`src/rtl/debug_dump_tx.sv`:
```
// debug_dump_tx: debug-port host for the MIPS core.
// Sweeps debug_addr from 0 to ADDR_LAST, captures each 32-bit debug_data word
// and streams it MSB byte first over an 8N1 UART line (LSB first within a byte).
// It also issues single-cycle debug_step pulses on request.
//
// Optional feature macro: DEBUG_DUMP_HEADER_EN
//   defined   -> every word is preceded by a header byte {1'b1, debug_addr}
//   undefined -> four raw data bytes per word
//
// fsm_state exposes the current FSM state for checkers and bring-up.
module debug_dump_tx #(
    parameter int CLK_DIV   = 868,  // clock cycles per UART bit, >= 2
    parameter int ADDR_LAST = 127,  // last debug address in a sweep, 0..127
    parameter int SETTLE    = 2     // cycles debug_addr is stable before sampling, >= 1
) (
    input  logic        clk,
    input  logic        rst,
    input  logic        start,
    input  logic        step_req,
    output logic        debug_en,
    output logic        debug_step,
    output logic [6:0]  debug_addr,
    input  logic [31:0] debug_data,
    output logic        uart_tx,
    output logic        busy,
    output logic        done,
    output logic [2:0]  fsm_state
);

`ifdef DEBUG_DUMP_HEADER_EN
    localparam int BYTES = 5;
`else
    localparam int BYTES = 4;
`endif

    localparam int WW = BYTES * 8;
    localparam int CW = $clog2(CLK_DIV);
    localparam int SW = (SETTLE > 1) ? $clog2(SETTLE) : 1;

    localparam logic [CW-1:0] BIT_LAST    = CW'(CLK_DIV - 1);
    localparam logic [SW-1:0] SETTLE_LAST = SW'(SETTLE - 1);
    localparam logic [6:0]    ADDR_END    = 7'(ADDR_LAST);
    localparam logic [2:0]    BYTE_LAST   = 3'(BYTES - 1);

    // Request protocol: start and step_req are level requests with no
    // acknowledge. They are looked at only while the FSM sits in IDLE; a
    // request seen in IDLE is accepted on that edge, step_req wins over start
    // and a losing or out-of-IDLE request is simply dropped, never queued.

    typedef enum logic [2:0] {
        S_IDLE      = 3'd0,
        S_STEP      = 3'd1,
        S_SETTLE    = 3'd2,
        S_LOAD      = 3'd3,
        S_START_BIT = 3'd4,
        S_DATA_BITS = 3'd5,
        S_STOP_BIT  = 3'd6,
        S_NEXT      = 3'd7
    } state_t;

    state_t         state;
    state_t         state_next;

    logic [CW-1:0]  bit_cnt;     // cycles left in the current line bit
    logic [SW-1:0]  settle_cnt;  // cycles left before the word is sampled
    logic [2:0]     bit_idx;     // data bit being sent within the byte
    logic [2:0]     byte_idx;    // byte being sent within the word
    logic [WW-1:0]  word;        // captured word, current byte in the top 8 bits

    logic           bit_end;
    logic           last_byte;
    logic           in_line;
    logic [7:0]     cur_byte;
    logic [2:0]     tx_sel;
    logic           tx_next;
    logic           dumping_next;

    assign bit_end   = (bit_cnt == '0);
    assign last_byte = (byte_idx == BYTE_LAST);
    assign cur_byte  = word[WW-1 -: 8];
    assign in_line   = (state == S_START_BIT) || (state == S_DATA_BITS) ||
                       (state == S_STOP_BIT);
    assign fsm_state = state;

    // State register.
    always_ff @(posedge clk) begin
        if (rst) begin
            state <= S_IDLE;
        end else begin
            state <= state_next;
        end
    end

    // Next-state logic and the line value for the upcoming cycle.
    // The final stop bit of a word ends in NEXT, which keeps the line high,
    // so the NEXT bookkeeping cycle costs no extra line time.
    always_comb begin
        state_next   = state;
        tx_sel       = bit_idx;
        tx_next      = 1'b1;
        dumping_next = 1'b0;

        case (state)
            S_IDLE: begin
                if (step_req) begin
                    state_next = S_STEP;
                end else if (start) begin
                    state_next = S_SETTLE;
                end
            end
            S_STEP: begin
                state_next = S_IDLE;
            end
            S_SETTLE: begin
                if (settle_cnt == '0) begin
                    state_next = S_LOAD;
                end
            end
            S_LOAD: begin
                state_next = S_START_BIT;
            end
            S_START_BIT: begin
                if (bit_end) begin
                    state_next = S_DATA_BITS;
                end
            end
            S_DATA_BITS: begin
                if (bit_end && (bit_idx == 3'd7)) begin
                    state_next = S_STOP_BIT;
                end
            end
            S_STOP_BIT: begin
                if (last_byte && (bit_cnt == CW'(1))) begin
                    state_next = S_NEXT;
                end else if (!last_byte && bit_end) begin
                    state_next = S_START_BIT;
                end
            end
            S_NEXT: begin
                if (debug_addr == ADDR_END) begin
                    state_next = S_IDLE;
                end else begin
                    state_next = S_SETTLE;
                end
            end
            default: begin
                state_next = S_IDLE;
            end
        endcase

        if ((state == S_DATA_BITS) && bit_end) begin
            tx_sel = bit_idx + 3'd1;
        end

        if (state_next == S_START_BIT) begin
            tx_next = 1'b0;
        end else if (state_next == S_DATA_BITS) begin
            tx_next = cur_byte[tx_sel];
        end

        dumping_next = (state_next != S_IDLE) && (state_next != S_STEP);
    end

    // Bit and settle timers: bit_cnt reloads at every bit boundary and idles
    // at full count; settle_cnt idles at full count and runs only in SETTLE.
    always_ff @(posedge clk) begin
        if (rst) begin
            bit_cnt    <= BIT_LAST;
            settle_cnt <= SETTLE_LAST;
        end else begin
            if (in_line && !bit_end) begin
                bit_cnt <= bit_cnt - CW'(1);
            end else begin
                bit_cnt <= BIT_LAST;
            end

            if ((state == S_SETTLE) && (settle_cnt != '0)) begin
                settle_cnt <= settle_cnt - SW'(1);
            end else begin
                settle_cnt <= SETTLE_LAST;
            end
        end
    end

    // Word capture, byte/bit sequencing and debug address sweep.
    always_ff @(posedge clk) begin
        if (rst) begin
            bit_idx    <= '0;
            byte_idx   <= '0;
            word       <= '0;
            debug_addr <= '0;
        end else begin
            if (state == S_START_BIT) begin
                bit_idx <= '0;
            end else if ((state == S_DATA_BITS) && bit_end) begin
                bit_idx <= bit_idx + 3'd1;
            end

            if (state == S_LOAD) begin
                byte_idx <= '0;
`ifdef DEBUG_DUMP_HEADER_EN
                word     <= {1'b1, debug_addr, debug_data};
`else
                word     <= debug_data;
`endif
            end else if ((state == S_STOP_BIT) && bit_end && !last_byte) begin
                byte_idx <= byte_idx + 3'd1;
                word     <= word << 8;
            end

            if ((state == S_IDLE) && start && !step_req) begin
                debug_addr <= '0;
            end else if ((state == S_NEXT) && (debug_addr != ADDR_END)) begin
                debug_addr <= debug_addr + 7'd1;
            end
        end
    end

    // Registered outputs, driven from the next state so each lines up with
    // the state it belongs to and none of them can glitch.
    always_ff @(posedge clk) begin
        if (rst) begin
            uart_tx    <= 1'b1;
            busy       <= 1'b0;
            done       <= 1'b0;
            debug_en   <= 1'b0;
            debug_step <= 1'b0;
        end else begin
            uart_tx    <= tx_next;
            busy       <= dumping_next;
            done       <= (state == S_NEXT) && (state_next == S_IDLE);
            debug_en   <= dumping_next || (state_next == S_STEP);
            debug_step <= (state_next == S_STEP);
        end
    end

endmodule

```
`config.mk`:
```
export PLATFORM = sky130hd
export DESIGN_NAME = debug_dump_tx
export DESIGN_NICKNAME = d
export VERILOG_FILES = /design/src/rtl/debug_dump_tx.sv
export SDC_FILE = /design/constraint.sdc
export NUM_CORES = 1
export LEC_CHECK = 0
export ABC_AREA = 1
export BUFFER_PORTS_ARGS = -buffer_cell sky130_fd_sc_hd__buf_2
export CAP_MARGIN = 20
export CORE_UTILIZATION = 48
export DETAILED_ROUTE_END_ITERATION = 12
export PLACE_DENSITY = 0.82
export SKIP_LAST_GASP = 1
export SLEW_MARGIN = 20
export SYNTH_ARGS = -nofsm -noshare
export SYNTH_HDL_FRONTEND = slang
export SYNTH_SLANG_ARGS = --single-unit
```
`constraint.sdc`:
```
create_clock -name clk -period 1.85 [get_ports clk]
set_input_delay 0.0925 -clock clk [delete_from_list [all_inputs] [get_ports clk]]
set_output_delay 0.0925 -clock clk [all_outputs]
set_load 0.02 [all_outputs]
```
==> metrics.txt, run 1 <==
Final TNS setup=0 ns; synthesized area per cell=7.44 sq um; Core Rows=28; Mapped Area=2950 sq um; CTS Sinks=64; Starting Density=0.497; vias per cell=5.17; Total Power=2.85 mW; worst vdd ir=592 uV; min Tclk post-route=1.69 ns; Antenna Cells=0; min-delay worst type=input pin to flop; layout cells sized above 1=0.203; worst slack, placed=-0.00140 ns; Power Dens Cells=806 nW/um^2; kind of end point of the critical path=flop; main combinational cell family by area after synthesis=simple AND/OR/NAND/NOR gates; worst r2r path cells=11; register area share after synthesis=0.435; latest clock arrival within the worst-skew pair=0.35 ns; Layout Skew=0.0106 ns; IO Count=51; adder-cell share of the synthesized area=0.0340; Yosys reg bits=64; vias in the first global route=2524; clk slew on worst S/H paths=0.07 ns; part of the cycle the worst path needs=0.911; GPL Wtd Cong=0.880; Compound-Gate Fraction of Synth Area=0.106; core area=5920 sq um; cell area after layout=3530 sq um; synthesized net count=440; HPWL after detailed placement=4160 microns; initial antenna violation count=0; largest net degree at the start of global routing=34; maximum clock path buffer count=2; Inserted Clock Buffers=9; Post-CTS Setup Bufs=0; leakage=1.49 nW; Final #Nets=502; Die Y-Extent=80.3 microns; final hold vios=0; R2R Path Start=bit_cnt[1]; fin. max-slew vios=0; root buf cell=clkbuf_8; Mapped Cells=396; outcome=finished clean; worst setup margin=0.164 ns; DRT Pass-1 Iters=4; worst reg2reg endpoint=uart_tx; upper clock frequency limit=593 MHz; Post-Synth XOR/XNOR Area=0.0178; Distinct cells, synth=32; mux share of post-synthesis cell area=0; Min-Delay Path Depth=3; CTS tree=yes; CP Max Fanout=5; IO Port Bufs=50; final setup fails=0; Remaining Overflow, GRT=0; flop2flop setup slack=0.16 ns; Hold EP=word[18]; global-route wire length before repair=10500 microns; Slew HR=0.777; Layout area overhead=20.0%; Hold Startpoint=debug_data[18]; Worst-Margin Slew=0.334 ns; Post-Route WL=6180 microns; CP startpoint kind=flop; H-tree depth=3; fin util=0.597; CP required=2.10 ns; Post-Synth Simple-Gate Area=0.316; max-cap violations=0; Arrival @ worst endpoint=1.93 ns; Total GRT Usage=0.210; Residual DRC=0; Initial DRC Count=122; vias post-DR=2781; Detail Route Antenna Nets=0; Crit Path Category=flop to flop; DIE AREA=6450 sq um; die width=80.3 microns; Routed wire per std cell=11.5 microns; Warnings, synthesis=0; placed inst area=3230 sq um
[state kept, by name, summed over array words and instances, names as in the netlist, 3 cells and up]
register	count
bit_idx	3
fsm_state	3
debug_addr	7
byte_idx	3
word	32
bit_cnt	10
[timing repair]
item	in CTS	in global routing
hold buffers	9	0
endpoints found under the hold margin	9	0
endpoints found under the setup margin	1	33
pin swaps	0	0
resized for setup	1	6
gates cloned	0	0
[Yosys cell counts (all sizes together)]
master | count | share of area
nand2 | 116 | 0.15
nor2 | 32 | 0.051
a31oi | 24 | 0.051
inv | 36 | 0.046
nand3 | 50 | 0.085
a21oi | 21 | 0.036
xor2 | 5 | 0.015
buf | 9 | 0.029
nand4 | 4 | 0.0085
or4 | 1 | 0.0025
o31ai | 1 | 0.0025
clkbuf | 6 | 0.010
or2 | 1 | 0.0021
nor3b | 2 | 0.0051
dfxtp | 64 | 0.44
ha | 8 | 0.034
o21ai | 9 | 0.017
xnor2 | 1 | 0.0030
nor3 | 5 | 0.010
clkinv | 1 | 0.0055
[metal layers]
metal  track usage  routed length, microns  share of wire
met5             0                       0              0
met4        0.0857                     109          0.018
met3        0.0636                     329          0.053
met2         0.365                    2940           0.48
met1         0.239                    2800           0.45
[critical path, stage by stage (launching register included)]
cell and delay [ns]:
dfxtp_1 0.31, inv_1 0.09, ha_1 0.19, inv_1 0.08, nor2_4 0.16, nand3_2 0.16, o21ai_2 0.21, inv_1 0.09
nand2_1 0.09, nand3_1 0.08, nand3_1 0.09, nand2_1 0.05
[area by class of cell]
class / count / area [sq um]
clock inverter: 7 / 72.6
multi-input combinational: 280 / 1410
inverter: 37 / 154
tap: 75 / 93.8
fill: 526 / 2390
clock buffer: 9 / 124
timing repair buffer: 66 / 393
sequential: 64 / 1280
[power breakdown]
group / internal [mW] / switching, mW / total (mW)
clock: 0.620 / 0.565 / 1.19
sequential: 1.41 / 0.0216 / 1.43
combinational: 0.0909 / 0.139 / 0.229
total: 2.12 / 0.725 / 2.85
[worst max path at each step]
| stage | startpoint | end |
|---|---|---|
| global route | bit_cnt[1] | debug_en |
| detailed placement | bit_cnt[1] | uart_tx |
| finish | bit_cnt[1] | uart_tx |
| CTS | bit_cnt[1] | uart_tx |
| floorplan | debug_addr[0] | debug_en |
| global placement | bit_cnt[1] | word[21] |
[metrics by stage]
step | std cells | hold WS (ns)
after floorplan | 396 | 0.241
final | 538 | 0.0117
after CTS | 538 | 0.00488
after global placement | 513 | 0.346
after global routing | 538 | 0.0134
after detailed placement | 513 | 0.351
[cell usage in the layout (no fill, tap or decap), drive strengths merged]
cell / n
nand3: 50
ha: 8
or2: 1
nor2: 32
nor3b: 2
buf: 57
o31ai: 1
nand2: 116
clkbuf: 9
nand4: 4
xnor2: 1
dlygate4sd3: 9
a21oi: 21
clkinvlp: 2
dfxtp: 64
inv: 36
or4: 1
bufinv: 1
nor3: 5
clkinv: 5
xor2: 5
a31oi: 24
o21ai: 9
[cell families after synthesis]
kind of cell / after synthesis
AOI/OAI and AO/OA: 55
xor gates and xnor gates: 6
adders and majority gates: 8
buffers and inverters: 52
DFF: 64
and+or+nand+nor: 211
No activity file was read; power rests on OpenSTA's default activity.
==> run 2, diff against run 1 <==
--- a/config.mk
+++ b/config.mk
@@ -5,12 +5,12 @@
 export SDC_FILE = /design/constraint.sdc
 export NUM_CORES = 1
 export LEC_CHECK = 0
-export ABC_AREA = 1
 export BUFFER_PORTS_ARGS = -buffer_cell sky130_fd_sc_hd__buf_2
 export CAP_MARGIN = 20
-export CORE_UTILIZATION = 48
+export CORE_UTILIZATION = 58
+export CTS_BUF_LIST = sky130_fd_sc_hd__clkbuf_4 sky130_fd_sc_hd__clkbuf_8
 export DETAILED_ROUTE_END_ITERATION = 12
-export PLACE_DENSITY = 0.82
+export PLACE_DENSITY = 0.94
 export SKIP_LAST_GASP = 1
 export SLEW_MARGIN = 20
 export SYNTH_ARGS = -nofsm -noshare
==> run 2 against run 1 <==
The run now ends with setup timing left. Final cell count shrank 8.0%. Non-clock buffer count up 27. Final area grew 13%. Synthesized cell count down 13%. Flip-flop and latch count is the same. Combinational power up 26%. Clock skew down 0.00083 ns. Wire length grew 69%. Die area shrank 17%. Sequential share of layout area fell by 4.0 points. Via count grew 16%. Critical path depth fell by 5. Critical endpoint is now debug_en. Largest cell class unchanged. Highest routed layer unchanged.
==> metrics.txt, run 2 <==
outcome=finished, violations left; failing checks=setup timing; vias per cell=6.52; register area share after synthesis=0.436; clk slew on worst S/H paths=0.07 ns; maximum clock path buffer count=2; Mapped Cells=344; Post-synth EDFFs=0; Arrival @ worst endpoint=2.28 ns; leakage=1.56 nW; largest cells by area after synthesis=dfxtp_1, nand2_1, a311oi_1, nor2_1, ha_1; HPWL after detailed placement=5070 microns; fin. max-slew vios=0; part of the cycle the worst path needs=1.10; DRT Pass-1 Iters=7; placed inst area=3430 sq um; Most Crowded Layer GR=met2; H-tree depth=3; Power Dens Cells=746 nW/um^2; Min-Delay Path Depth=3; post-synthesis async set-or-reset flop share=0; Remaining Overflow, GRT=0; leading area contributor after synthesis=dfxtp_1; synthesized net count=388; DIE AREA=5360 sq um; flop2flop setup slack=-0.18 ns; count leader, synth=nand2_1; IO Port Bufs=50; RSZ-0062 raised after global routing=true; met1 Resource Use GR=0.410; Total GRT Usage=0.319; Inserted Clock Buffers=9; max-cap violations=0; root buf cell=clkbuf_8; NetSw=0.771 mW; CP startpoint kind=flop; met3 GRT Util=0.0704; min-delay worst type=input pin to flop; Routed wire per std cell=21.1 microns; Crit Path Category=flop to flop; ys flop type=dfxtp_1; Slew HR=0.663; Synth top cells by count=nand2_1, dfxtp_1, nor2_1; CTS tree=yes; Antenna Cells=0; commonest non-fill, non-tap cell in the layout=nand2_1; Post-Route WL=10400 microns; largest net degree at the start of global routing=57; CTS Sinks=64; worst r2r path cells=6; Total Power=2.98 mW; worst reg2reg endpoint=debug_en; Hold Startpoint=debug_data[0]; Mapped Area=2940 sq um; Distinct cells, synth=44; switching share of power=0.259; kind of end point of the critical path=flop; Core Rows=25; Warnings, synthesis=0; worst setup margin=-0.178 ns; Die Y-Extent=73.2 microns; latest clock arrival within the worst-skew pair=0.35 ns; synthesized area per cell=8.55 sq um; vias post-DR=3226; Starting Density=0.615; worst slack, placed=-0.176 ns; Yosys reg bits=64; initial antenna violation count=0; Yosys top cell area share=0.436; Initial DRC Count=486; die width=73.2 microns; Final #Nets=468; IO Count=51; global-route wire length before repair=12700 microns; worst vdd ir=720 uV; CP Max Fanout=4; final hold vios=0; Layout area overhead=35.6%; GR Layer Usage met2=0.514; register bank with the most flops=word; min Tclk post-route=2.03 ns; Logic pwr share=0.097; R2R Path Start=byte_idx[0]; commonest non-fill, non-tap cells in the layout=nand2_1, dfxtp_1, buf_2; Layout Skew=0.00979 ns; cell-internal power=2.20 mW; final setup fails=27; Largest register FFs=32; core area=4790 sq um; clock power share=0.408; top flop regs=word x32, bit_cnt x10, debug_addr x7; Detail Route Antenna Nets=0; Residual DRC=0; cell area after layout=3990 sq um; sequential power share=0.495; GPL Wtd Cong=0.889; vias in the first global route=2694; Hold EP=word[0]; CP required=2.10 ns; Worst-Margin Slew=0.493 ns; upper clock frequency limit=493 MHz; layout cells sized above 1=0.327
## run 2: per-layer routing
metal / up-vias / share of wire / wire length (microns)
li1: 1377 / - / -
met1: 1451 / 0.37 / 3830
met2: 324 / 0.47 / 4870
met3: 74 / 0.11 / 1170
met4: 0 / 0.056 / 580
met5: - / 0 / 0
## run 2: worst max-delay path, stage by stage (launching register included)
cell and delay (ns):
dfxtp_1 0.36, ha_1 0.19, ha_2 0.26, nand4_1 0.25, a2111oi_4 0.45, o31ai_2 0.16
a21oi_1 0.25
## run 2: power groups by stage
stage	clock network (mW)	logic, mW	registers [mW]
2_1_floorplan	0	0.135	1.49
3_3_place_gp	0	0.228	1.49
3_5_place_dp	0	0.234	1.49
4_1_cts	1.18	0.254	1.47
5_1_grt	1.25	0.300	1.48
6_report	1.21	0.288	1.47
## run 2: cells by family after synthesis
logic type               after synthesis  synth area share
AND/OR/NAND/NOR                      161             0.249
multiplexers                          11            0.0561
flip-flops                            64             0.436
buffers and inverters                 33            0.0464
AO/OA/AOI/OAI                         55             0.143
XOR/XNOR                              12            0.0357
adder cells (fa/ha/maj)                8            0.0340
## run 2: worst max-delay path by stage
| stage | depth (start not counted) | start | endpoint | slack, ns |
|---|---|---|---|---|
| after global routing | 7 | bit_cnt[4] | word[22] | -0.21 |
| after CTS | 4 | bit_cnt[7] | uart_tx | -0.06 |
| after global placement | 6 | byte_idx[0] | done | -0.03 |
| after detailed placement | 5 | bit_cnt[5] | debug_step | -0.18 |
| after floorplan | 6 | bit_cnt[5] | uart_tx | -0.22 |
| final | 6 | byte_idx[0] | debug_en | -0.18 |
## run 2: what timing repair did
item                                    4_1_cts  5_1_grt
hold buffers                                  7        0
setup buffers                                 1        4
resized for setup                            11       28
endpoints found under the setup margin       31       40
pin swaps                                     2       13
hold endpoints to repair                      7        0
cloned                                        0        3
## run 2: final cells by class
type / instances / area [sq um]
multi-input combinational: 247 / 1710
sequential: 64 / 1290
fill: 251 / 797
timing repair buffer: 93 / 687
clock buffer: 11 / 145
tap: 67 / 83.8
clock inverter: 4 / 45.0
inverter: 9 / 33.8
## run 2: per-stage QoR
stage	util	std cells	hold WS (ns)	TNS (ns)
floorplan	-	344	0.229	-0.726
global placement	0.716	465	0.334	-0.0716
detailed placement	0.716	465	0.341	-0.792
CTS	0.782	488	0.00152	-0.155
global route	0.833	495	0.0126	-3.63
finish	0.833	495	0.00472	-1.57
==> run 3, diff against run 2 <==
--- a/config.mk
+++ b/config.mk
@@ -7,10 +7,10 @@
 export LEC_CHECK = 0
 export BUFFER_PORTS_ARGS = -buffer_cell sky130_fd_sc_hd__buf_2
 export CAP_MARGIN = 20
-export CORE_UTILIZATION = 58
+export CORE_UTILIZATION = 55
 export CTS_BUF_LIST = sky130_fd_sc_hd__clkbuf_4 sky130_fd_sc_hd__clkbuf_8
 export DETAILED_ROUTE_END_ITERATION = 12
-export PLACE_DENSITY = 0.94
+export PLACE_DENSITY = 0.91
 export SKIP_LAST_GASP = 1
 export SLEW_MARGIN = 20
 export SYNTH_ARGS = -nofsm -noshare
==> run 3 against run 2 <==
The flow finishes with violations (hold timing, setup timing). Wire length decreased by 23%. Power shrank 0.20%. Fmax increased by 4.3%. Clock power is essentially flat. Count of clock-buffer cells in the layout unchanged.
==> metrics.txt, run 3 (same netlist as run 2, synthesis figures left out) <==
CP startpoint kind=flop; latest clock arrival within the worst-skew pair=0.34 ns; kind of end point of the critical path=flop; CP required=2.08 ns; Final #Nets=463; core area=5140 sq um; H-tree depth=3; final setup fails=5; Detail Route Antenna Nets=0; HPWL after detailed placement=4760 microns; vias per cell=5.86; Die Y-Extent=75.1 microns; CTS Sinks=64; maximum clock path buffer count=2; worst vdd ir=595 uV; Starting Density=0.572; fin. max-slew vios=0; RSZ-0062 raised after global routing=true; largest net degree at the start of global routing=43; Layout Skew=0.00927 ns; GPL Wtd Cong=0.836; part of the cycle the worst path needs=1.05; Initial DRC Count=291; Min-Delay Path Depth=3; commonest non-fill, non-tap cells in the layout=nand2_1, dfxtp_1, buf_2; global-route wire length before repair=11700 microns; IO Count=51; worst r2r path cells=5; final hold vios=1; Layout area overhead=31.1%; upper clock frequency limit=514 MHz; clk slew on worst S/H paths=0.07 ns; failing checks=hold timing, setup timing; worst slack, placed=-0.221 ns; min Tclk post-route=1.95 ns; initial antenna violation count=0; register bank with the most flops=word; Slew HR=0.617; root buf cell=clkbuf_8; Core Rows=26; CP Max Fanout=3; layout cells sized above 1=0.307; max-cap violations=0; vias post-DR=2897; Power Dens Cells=770 nW/um^2; Total GRT Usage=0.278; min-delay worst type=input pin to flop; Inserted Clock Buffers=9; outcome=finished, violations left; die width=75.1 microns; leakage=1.50 nW; Residual DRC=0; IO Port Bufs=50; top flop regs=word x32, bit_cnt x10, debug_addr x7; Remaining Overflow, GRT=0; Post-Route WL=8070 microns; Worst-Margin Slew=0.560 ns; Antenna Cells=0; Routed wire per std cell=16.3 microns; commonest non-fill, non-tap cell in the layout=nand2_1; Crit Path Category=flop to flop; worst hold slack=-0.0000187 ns; Largest register FFs=32; DIE AREA=5640 sq um; Arrival @ worst endpoint=2.17 ns; Fillers=327; CTS tree=yes; DRT Pass-1 Iters=5; fin util=0.750; worst setup margin=-0.0951 ns; vias in the first global route=2509
## run 3: through the flow
stage                     setup TNS, ns  instances  hold WS [ns]  cell area [sq um]  total power, mW
after floorplan                  -0.726        344         0.229               2950             1.63
after global placement           -0.223        469         0.333               3440             1.72
after detailed placement         -0.695        469         0.338               3440             1.73
after CTS                        -0.175        492       0.00438               3740             2.95
after global routing             -0.809        494        0.0117               3860             3.05
final                            -0.249        494    -0.0000187               3860             2.97
## run 3: worst paths after layout
kind	from	to	slack, ns
worst max register to register	bit_cnt[9]	bit_idx[1]	-0.1
worst max-delay path	bit_cnt[9]	bit_idx[1]	-0.1
worst min-delay path	debug_data[5]	word[5]	-0.00002
worst min register to register	word[4]	word[4]	0.48
## run 3: cell type report
cell class	count	area, sq um	area share
multi-input cells	247	1640	0.425
flip-flops and latches	64	1280	0.333
repair buffers	88	607	0.157
clock buffers	11	151	0.0393
well taps	70	87.6	0.0227
clock inverters	5	55.1	0.0143
inverters	9	33.8	0.00876
## run 3: worst max-delay path, stage by stage, from the launching register on
cell and delay, ns:
dfxtp_1 0.31, or4_1 0.57, or4_4 0.52, buf_4 0.17
mux2i_1 0.19, nor2_1 0.07
## run 3: power breakdown
group          leakage [nW]  switching (mW)  internal [mW]
Clock                 0.101           0.545          0.691
Combinational         0.879           0.152          0.120
Sequential            0.518          0.0387           1.42
Total                  1.50           0.736           2.23
## run 3: per-layer routing
metal	track usage	share of wire	vias up
met5	0	0	-
met4	0.101	0.016	0
met3	0.0495	0.061	15
met2	0.440	0.50	125
met1	0.383	0.42	1388
li1	-	-	1369
## run 3: what timing repair did
| action | CTS | global route |
|---|---|---|
| endpoints found under the hold margin | 5 | 0 |
| endpoints found under the setup margin | 12 | 34 |
| resized for setup | 10 | 16 |
| setup buffers | 2 | 1 |
| cloned | 0 | 1 |
| pin swaps | 2 | 10 |
| hold buffers | 5 | 0 |
